<file path="config.mk">
export PLATFORM = sky130hd
export DESIGN_NAME = mem_arbiter
export DESIGN_NICKNAME = d
export VERILOG_FILES = /design/src/rtl/mem_arb_pkg.sv /design/src/rtl/rr_arbiter2.sv /design/src/rtl/mem_arbiter.sv
export SDC_FILE = /design/constraint.sdc
export NUM_CORES = 1
export LEC_CHECK = 0
export ABC_AREA = 1
export BUFFER_PORTS_ARGS = -buffer_cell sky130_fd_sc_hd__buf_2
export CAP_MARGIN = 0
export CORE_ASPECT_RATIO = 1.25
export CORE_MARGIN = 2
export CORE_UTILIZATION = 37
export CTS_CLUSTER_DIAMETER = 200
export DETAILED_ROUTE_END_ITERATION = 10
export PLACE_DENSITY = 0.91
export SKIP_LAST_GASP = 1
export SLEW_MARGIN = 20
export SYNTH_ARGS = -nofsm -noshare
export SYNTH_HDL_FRONTEND = slang
export SYNTH_HIERARCHICAL = 1
export SYNTH_SLANG_ARGS = --single-unit
</file>
<file path="constraint.sdc">
create_clock -name clk -period 3.7 [get_ports clk]
set_clock_uncertainty 0.2 [all_clocks]
set_input_delay 0.74 -clock clk [delete_from_list [all_inputs] [get_ports clk]]
set_output_delay 0.74 -clock clk [all_outputs]
set_load 0.02 [all_outputs]
</file>
<file path="src/rtl/mem_arb_pkg.sv">
// Shared types and default sizing for the two-port memory arbiter.
// State encoding for the lock FSM lives here so benches can name states.
package mem_arb_pkg;

    localparam int ADDR_W_DEF   = 12;
    localparam int DATA_W_DEF   = 16;
    localparam int LOCK_MAX_DEF = 15;

    typedef enum logic [1:0] {
        IDLE  = 2'd0,
        LOCK0 = 2'd1,
        LOCK1 = 2'd2
    } arb_state_t;

endpackage

</file>
<file path="src/rtl/rr_arbiter2.sv">
// Two-way round-robin pick: a lone requester wins, a tie goes to
// the port that was not granted most recently.
module rr_arbiter2
    import mem_arb_pkg::*;
(
    input  logic req0,
    input  logic req1,
    input  logic last,
    output logic pick0,
    output logic pick1
);

    always_comb begin
        pick0 = req0 & (~req1 | last);
        pick1 = req1 & (~req0 | ~last);
    end

endmodule

</file>
<file path="src/rtl/mem_arbiter.sv">
// Two-port memory arbiter with round-robin ties and bounded bus locking.
// Grants are combinational; read-valid is registered one cycle behind.
module mem_arbiter
    import mem_arb_pkg::*;
#(
    parameter int ADDR_W   = ADDR_W_DEF,
    parameter int DATA_W   = DATA_W_DEF,
    parameter int LOCK_MAX = LOCK_MAX_DEF
) (
    input  logic              clk,
    input  logic              rst,
    input  logic              req0,
    input  logic              we0,
    input  logic              lock0,
    input  logic [ADDR_W-1:0] addr0,
    input  logic [DATA_W-1:0] wdata0,
    input  logic              req1,
    input  logic              we1,
    input  logic              lock1,
    input  logic [ADDR_W-1:0] addr1,
    input  logic [DATA_W-1:0] wdata1,
    output logic              gnt0,
    output logic              gnt1,
    output logic              rvalid0,
    output logic              rvalid1,
    output logic [DATA_W-1:0] rdata,
    output logic [ADDR_W-1:0] mem_addr,
    output logic [DATA_W-1:0] mem_wdata,
    output logic              mem_we,
    input  logic [DATA_W-1:0] mem_rdata
);

    localparam int CNT_W = $clog2(LOCK_MAX + 1);
    localparam logic [CNT_W-1:0] CNT_MAX = CNT_W'(LOCK_MAX);
    localparam logic [CNT_W-1:0] CNT_ONE = CNT_W'(1);

    arb_state_t       state;
    logic             last;
    logic [CNT_W-1:0] cnt;
    logic             rr0;
    logic             rr1;
    logic             lock_done;

    rr_arbiter2 u_rr (
        .req0  (req0),
        .req1  (req1),
        .last  (last),
        .pick0 (rr0),
        .pick1 (rr1)
    );

    assign lock_done = (cnt == CNT_MAX);

    // While reset is high the arbiter looks as if nobody is requesting.
    always_comb begin
        gnt0 = 1'b0;
        gnt1 = 1'b0;
        if (!rst) begin
            unique case (state)
                IDLE: begin
                    gnt0 = rr0;
                    gnt1 = rr1;
                end
                LOCK0:   gnt0 = req0;
                LOCK1:   gnt1 = req1;
                default: ;
            endcase
        end
    end

    always_comb begin
        mem_addr  = '0;
        mem_wdata = '0;
        mem_we    = 1'b0;
        if (gnt0) begin
            mem_addr  = addr0;
            mem_wdata = wdata0;
            mem_we    = we0;
        end else if (gnt1) begin
            mem_addr  = addr1;
            mem_wdata = wdata1;
            mem_we    = we1;
        end
    end

    assign rdata = (rvalid0 | rvalid1) ? mem_rdata : '0;

    always_ff @(posedge clk or posedge rst) begin
        if (rst) begin
            state   <= IDLE;
            last    <= 1'b1;
            cnt     <= '0;
            rvalid0 <= 1'b0;
            rvalid1 <= 1'b0;
        end else begin
            rvalid0 <= gnt0 & ~we0;
            rvalid1 <= gnt1 & ~we1;
            if (gnt0) begin
                last <= 1'b0;
            end else if (gnt1) begin
                last <= 1'b1;
            end
            unique case (state)
                IDLE: begin
                    if (gnt0 && lock0) begin
                        state <= LOCK0;
                        cnt   <= CNT_ONE;
                    end else if (gnt1 && lock1) begin
                        state <= LOCK1;
                        cnt   <= CNT_ONE;
                    end
                end
                LOCK0: begin
                    if (!lock0 || lock_done) begin
                        state <= IDLE;
                        cnt   <= '0;
                    end else begin
                        cnt <= cnt + CNT_ONE;
                    end
                end
                LOCK1: begin
                    if (!lock1 || lock_done) begin
                        state <= IDLE;
                        cnt   <= '0;
                    end else begin
                        cnt <= cnt + CNT_ONE;
                    end
                end
                default: begin
                    state <= IDLE;
                    cnt   <= '0;
                end
            endcase
        end
    end

endmodule

</file>
==> results of run 1 <==
==> sequential cells by signal, summed over array words and instances, names as in the netlist <==
name and count:
state 2, last 1, rvalid1 1, cnt 4, rvalid0 1
==> final cells by class <==
cell class,count,area [sq um]
fill,286,1170
multi-input combinational,158,717
timing repair buffer,130,656
sequential,9,226
inverter,29,109
tap,36,45.0
clock buffer,4,26.3
==> report_power, final <==
group | switching [mW] | internal (mW)
combinational | 0.313 | 0.163
sequential | 0.0242 | 0.126
clock | 0.0373 | 0.0417
total | 0.374 | 0.331
==> logic make-up after synthesis <==
kind of cell / count (synthesis)
AOI/OAI and AO/OA: 4
xor gates and xnor gates: 1
adders and majority gates: 1
buffers and inverters: 39
DFF: 9
and+or+nand+nor: 152
==> worst min-delay path by stage <==
stage | cells after the start | slack [ns] | to
floorplan | 2 | 0.31 | cnt[1]$_DFFE_PP0P_
global placement | 2 | 0.34 | last$_DFFE_PP1P_
detailed placement | 2 | 0.34 | last$_DFFE_PP1P_
CTS | 2 | 0.21 | state[0]$_DFFE_PP0P_
global route | 2 | 0.23 | state[0]$_DFFE_PP0P_
finish | 2 | 0.22 | state[0]$_DFFE_PP0P_
==> per-layer routing <==
| metal | share of wire | up-vias | GRT usage | wire length, um |
|---|---|---|---|---|
| met1 | 0.37 | 727 | 0.224 | 1360 |
| met4 | 0.015 | 0 | 0.0833 | 54 |
| met5 | 0 | - | 0 | 0 |
| met3 | 0.094 | 7 | 0.0339 | 347 |
| li1 | - | 883 | - | - |
| met2 | 0.52 | 94 | 0.401 | 1920 |
==> cells in the mapped netlist (2+ instances only) <==
| master | instances | area (sq um) |
|---|---|---|
| nand3_1 | 37 | 185 |
| inv_2 | 2 | 7.51 |
| buf_2 | 2 | 10.0 |
| buf_6 | 6 | 67.6 |
| nand2_1 | 74 | 278 |
| nand2_2 | 7 | 43.8 |
| nand4_1 | 5 | 31.3 |
| nor2_2 | 2 | 12.5 |
| dfrtp_1 | 8 | 200 |
| inv_1 | 27 | 101 |
| nor2_1 | 24 | 90.1 |
==> cell usage in the layout (no fill, tap or decap) <==
cell,n
buf_2,128
nand2_1,74
nand3_1,37
inv_1,27
nor2_1,24
dfrtp_1,8
nand2_2,7
nand4_1,5
clkbuf_4,3
inv_2,2
nor2_2,2
buf_4,2
nor2_4,1
xor2_1,1
or2_0,1
a21oi_1,1
o21ai_0,1
nand3b_1,1
ha_1,1
clkbuf_1,1
dfstp_2,1
a21boi_2,1
a21oi_2,1
==> stage by stage <==
stage / total power, mW / std cells / hold WS, ns / setup slack, ns / area, sq um
after floorplan: 0.495 / 206 / 0.314 / 1.05 / 1140
after global placement: 0.620 / 362 / 0.336 / 0.808 / 1750
after detailed placement: 0.631 / 362 / 0.335 / 0.764 / 1750
after CTS: 0.713 / 366 / 0.213 / 0.759 / 1780
after global routing: 0.776 / 366 / 0.227 / 0.593 / 1780
final: 0.705 / 366 / 0.216 / 0.782 / 1780
==> flow_summary_export.csv, run 1 <==
group,metric,value,unit
outcome,status,"finished, final reports clean",
detailed_routing,wl_per_cell,10.1,um
worst_setup_path,r2r_cells,7,
synthesis,ys_seq_area_frac,0.198,
synthesis,postSynthAreaPerCell,5.54,sq um
final_layout,fin_nets,412,
timing,min_period,2.92,ns
pwr,ir_worst_vdd,239,uV
worst_setup_path,crit_buf_inv,4,
global_routing,groute.usage.overall,0.213,
synthesis,ys.flop_type,"dfrtp_1",
clocking,clock-sinks,9,
clocking,cts_resized,0,
worst_setup_path,criticalPathCategory,"primary input to primary output",
synthesis,synth_edf_count,0,
detailed_routing,drc_errors,0,
worst_setup_path,timing.rr.end,"last$_DFFE_PP1P_",
synthesis,synth_cell_types,23,
clocking,cts_root_buffer,"clkbuf_4",
clocking,cts_hold_buf,0,
synthesis,synth_area,1140,sq um
worst_setup_path,crit_path_end,"mem_addr[6]",
synthesis,synth_top_family_by_area,"simple AND/OR/NAND/NOR gates",
timing,fmax,343,MHz
run,maxCapViolations,0,
synthesis,async_flop_share,1.00,
final_layout,drive_above_1_share,0.448,
detailed_routing,ant_nets,0,
global_routing,globalRouteOverflowTotal,0,
floorplan,die_y,66.1,um
worst_setup_path,crit_path_frequent_cell,"nand2_1",
worst_setup_path,r2r_slack,1.99,ns
worst_setup_path,r2r_start,"state[0]$_DFFE_PP0P_",
global_routing,antenna_found_initial,0,
pwr,power_density,396,nW/um^2
timing,tightest_slew,0.873,ns
timing,finalSetupTns,0,ns
final_layout,post-route-util,0.604,
clocking,cts_tree,"built",
final_layout,diodes,0,
worst_setup_path,cp_max_fo,30,
worst_setup_path,cp.required,2.76,ns
placement,gp_congestion,0.761,
timing,rsz0062_at_grt,"no",
worst_setup_path,crit_cells,10,
worst_setup_path,critPathSlowestCell,"inv_2",
global_routing,grt_pass1_vias,1456,
synthesis,synth_fp_nets,287,
detailed_routing,viasPerCell,4.67,
detailed_routing,drt-total-wl,3680,um
placement,portBuffers,128,
timing,finalSetupViolations,0,
floorplan,row_count,22,
clocking,cts.path.max_buffers,2,
timing,period_share,0.789,
worst_setup_path,critPathLaunch,"req0",
synthesis,synth-simple-area-share,0.583,
clocking,htree_levels,1,
floorplan,start_util,0.387,
clocking,clock_latency,0.27,ns
final_layout,areaGrowthSynthToFinish,55.9,%
synthesis,synth-xor-area-share,0.00768,
synthesis,synth_cells,206,
worst_setup_path,slowest_delay,0.38,ns
worst_setup_path,crit_path_end_kind,"primary output",
floorplan,die_area,3550,sq um
worst_setup_path,cp_top_family,"buffers and inverters",
synthesis,synthAdderAreaFrac,0.0110,
timing,slew_headroom,0.416,
global_routing,grt_max_degree,32,
worst_setup_path,cp_data_arrival_time,1.98,ns
floorplan,die_width,53.7,um
timing,drv_slew,0,
floorplan,core_area,2950,sq um
synthesis,synth_compound_area_frac,0.0263,
clocking,post_cts_buffers,0,
worst_setup_path,cp_cell_sequence,"buf_2 > inv_1 > a21oi_2 > nand2_2 > nand2_1 > nand2_2 > inv_2 > nand2_1 > nand2_1 > buf_2",
floorplan,boundaryPins,129,
synthesis,yosys_warnings,6,
clocking,clk_pin_slew_worst_paths,0.07,ns
detailed_routing,drt_iter0_markers,35,
timing,hold_viol,0,
detailed_routing,num_vias,1711,
hold_path,hp-class,"primary input to asynchronous set/reset pin",
clocking,cts_buffers,3,
synthesis,ys_ff_latch,9,
detailed_routing,first_pass_iters,4,
synthesis,synth.area.mux_share,0,
worst_setup_path,start_kind,"primary input",
placement,hpwlAfterDp,3070,um
pwr,p_leak,1.27,nW
global_routing,grt_pass1_wl,5690,um
Power figures use the tool's default switching activity.
==> run 2, diff against run 1 <==
--- a/config.mk
+++ b/config.mk
@@ -5,15 +5,15 @@
 export SDC_FILE = /design/constraint.sdc
 export NUM_CORES = 1
 export LEC_CHECK = 0
-export ABC_AREA = 1
+export ABC_AREA = 0
 export BUFFER_PORTS_ARGS = -buffer_cell sky130_fd_sc_hd__buf_2
 export CAP_MARGIN = 0
 export CORE_ASPECT_RATIO = 1.25
 export CORE_MARGIN = 2
-export CORE_UTILIZATION = 37
+export CORE_UTILIZATION = 31
 export CTS_CLUSTER_DIAMETER = 200
 export DETAILED_ROUTE_END_ITERATION = 10
-export PLACE_DENSITY = 0.91
+export PLACE_DENSITY = 0.84
 export SKIP_LAST_GASP = 1
 export SLEW_MARGIN = 20
 export SYNTH_ARGS = -nofsm -noshare
==> constraint.sdc (replaced) <==
create_clock -name clk -period 2.7 [get_ports clk]
set_clock_uncertainty 0.2 [all_clocks]
set_input_delay 0.54 -clock clk [delete_from_list [all_inputs] [get_ports clk]]
set_output_delay 0.54 -clock clk [all_outputs]
set_load 0.02 [all_outputs]
==> run 2 against run 1 <==
  * The run now ends with negative setup slack left
  * Critical path depth fell by 1
  * Sequential share of layout area fell by 0.47 points
  * Wire length rose by 20%
  * Largest power group unchanged
  * Critical endpoint is now mem_wdata[9]
  * Sequential power rose by 31%
  * Synthesized cell count fell by 46%
  * Final area rose by 4.4%
  * Combinational power rose by 11%
  * Die area rose by 0.84%
==> flow_summary_export.csv, run 2 <==
group,metric,value,unit
worst_setup_path,criticalPathCategory,"primary input to primary output",
pwr,power_density,446,nW/um^2
detailed_routing,wl_per_cell,15.1,um
floorplan,boundaryPins,129,
worst_setup_path,crit_buf_inv,6,
synthesis,synth_edf_count,0,
final_layout,areaGrowthSynthToFinish,92.6,%
synthesis,postSynthAreaPerCell,8.69,sq um
worst_setup_path,start_kind,"primary input",
final_layout,diodes,0,
synthesis,synth.area.top_cells,"a22o_1, dfrtp_1, nor2b_1",
outcome,violations,"negative setup slack",
floorplan,core_area,2950,sq um
synthesis,synth_cell_types,35,
synthesis,synth_top_cell_by_area,"a22o_1",
timing,finalSetupViolations,26,
placement,hpwlAfterDp,3340,um
timing,min_period,2.76,ns
outcome,status,"finished with violations",
pwr,power_frac_seq,0.236,
pwr,p_sw_frac,0.426,
pwr,power.switching,0.353,mW
worst_setup_path,cp.required,1.96,ns
hold_path,hp-class,"primary input to asynchronous set/reset pin",
final_layout,regMostFlops,"cnt",
worst_setup_path,cp_cell_sequence,"buf_2 > a21boi_2 > buf_4 > buf_4 > a2111oi_4 > buf_4 > clkbuf_16 > a22o_1 > buf_2",
final_layout,final_cell_mix,"buf_2, a22o_1, buf_4",
pwr,p_leak,1.09,nW
synthesis,synth_fp_nets,192,
worst_setup_path,slowest_delay,0.27,ns
worst_setup_path,cp_top_family,"buffers and inverters",
timing,fmax,363,MHz
clocking,clk_pin_slew_worst_paths,0.06,ns
global_routing,grt_max_degree,30,
global_routing,globalRouteOverflowTotal,0,
floorplan,row_count,22,
global_routing,antenna_found_initial,0,
timing,rsz0062_at_grt,"yes",
clocking,clock-sinks,9,
global_routing,groute.usage.overall,0.225,
synthesis,ys.flop_type,"dfrtp_1",
synthesis,yosys.cell_count.top_type,"a22o_1",
final_layout,drive_above_1_share,0.630,
synthesis,yosys_warnings,6,
clocking,cts_root_buffer,"clkbuf_4",
detailed_routing,viasPerCell,5.18,
timing,hold_viol,0,
detailed_routing,drt-total-wl,4420,um
detailed_routing,drc_errors,0,
clocking,clock_latency,0.26,ns
clocking,cts_buffers,3,
detailed_routing,num_vias,1517,
clocking,cts_tree,"built",
pwr,pwr-share-comb,0.639,
worst_setup_path,cp_max_fo,14,
timing,slew_headroom,0.589,
detailed_routing,ant_nets,0,
timing,tightest_slew,0.611,ns
detailed_routing,first_pass_iters,4,
timing,timing.final.ws_setup,-0.0585,ns
timing,drv_slew,0,
global_routing,grt_pass1_wl,5870,um
detailed_routing,drt_iter0_markers,50,
placement,portBuffers,128,
worst_setup_path,cp_data_arrival_time,2.02,ns
synthesis,synth_top_area_frac,0.263,
clocking,cts.path.max_buffers,2,
final_layout,fin_nets,339,
worst_setup_path,crit_path_frequent_cell,"buf_4",
clocking,htree_levels,1,
clocking,cts_hold_buf,0,
final_layout,reg_top3,"cnt: 4 flops, state: 2 flops",
pwr,ir_worst_vdd,371,uV
synthesis,synthTopCellsByCount,"a22o_1, nor2b_1, inv_1",
pwr,p_clk_frac,0.125,
pwr,p_int,0.476,mW
timing,finalSetupTns,-0.518,ns
floorplan,die_width,53.9,um
floorplan,start_util,0.328,
worst_setup_path,crit_path_end_kind,"primary output",
synthesis,ys_ff_latch,9,
placement,place_ws,0.0390,ns
final_layout,final_common_cell,"buf_2",
final_layout,largest_reg_flops,4,
synthesis,async_flop_share,1.00,
worst_setup_path,critPathSlowestCell,"a2111oi_4",
synthesis,synth_cells,111,
run,maxCapViolations,0,
synthesis,ys_seq_area_frac,0.235,
synthesis,synth_area,965,sq um
placement,gp_congestion,0.778,
timing,period_share,1.02,
global_routing,grt_pass1_vias,1369,
floorplan,die_y,66.4,um
floorplan,die_area,3580,sq um
[run 2: cell type report]
| class | count | area [sq um] |
|---|---|---|
| inverter | 11 | 41.3 |
| fill | 264 | 1090 |
| multi-input combinational | 82 | 662 |
| clock buffer | 4 | 26.3 |
| timing repair buffer | 151 | 856 |
| tap | 36 | 45.0 |
| sequential | 9 | 228 |
[run 2: timing repair]
item | 4_1_cts | 5_1_grt
gates cloned | 2 | 1
buffers inserted | 13 | 3
pin swaps | 1 | 3
endpoints found under the setup margin | 18 | 30
resized for setup | 7 | 6
[run 2: cells by family after synthesis]
logic type / synth area share
AOI/OAI and AO/OA: 0.401
and+or+nand+nor: 0.223
buffers and inverters: 0.108
DFF: 0.235
muxes: 0.0208
adders and majority gates: 0.0130
[run 2: worst paths after layout]
check | start | endpoint | slack, ns | depth (start not counted)
worst max-delay path | req0 | mem_wdata[9] | -0.06 | 9
min in group clk | we1 | rvalid1$_DFF_PP0_ | 0.26 | 2
worst max register to register | last$_DFFE_PP1P_ | rvalid0$_DFF_PP0_ | -0.02 | 15
max in group asynchronous | rst | last$_DFFE_PP1P_ | 1.86 | 2
worst min-delay path | rst | rvalid1$_DFF_PP0_ | 0.14 | 2
worst min register to register | last$_DFFE_PP1P_ | last$_DFFE_PP1P_ | 0.30 | 2
[run 2: routing by layer]
metal	global-route usage	vias up	part of all wire
met3	0.0385	6	0.075
li1	-	716	-
met4	0.0481	0	0.013
met5	0	-	0
met2	0.421	86	0.56
met1	0.255	709	0.36
[run 2: power by group through the flow]
stage | clock network, mW | registers (mW) | logic, mW
final | 0.103 | 0.196 | 0.530
after floorplan | 0 | 0.185 | 0.286
after detailed placement | 0 | 0.197 | 0.444
after CTS | 0.104 | 0.194 | 0.505
after global routing | 0.114 | 0.200 | 0.572
after global placement | 0 | 0.196 | 0.436
[run 2: metrics by stage]
stage | cell area [sq um] | hold WS [ns] | util | power (mW) | cells
4_1_cts | 1810 | 0.134 | 0.613 | 0.803 | 291
3_3_place_gp | 1650 | 0.268 | 0.560 | 0.632 | 272
2_1_floorplan | 965 | 0.167 | - | 0.471 | 111
6_report | 1860 | 0.144 | 0.631 | 0.829 | 293
5_1_grt | 1860 | 0.173 | 0.631 | 0.886 | 293
3_5_place_dp | 1650 | 0.290 | 0.560 | 0.640 | 272
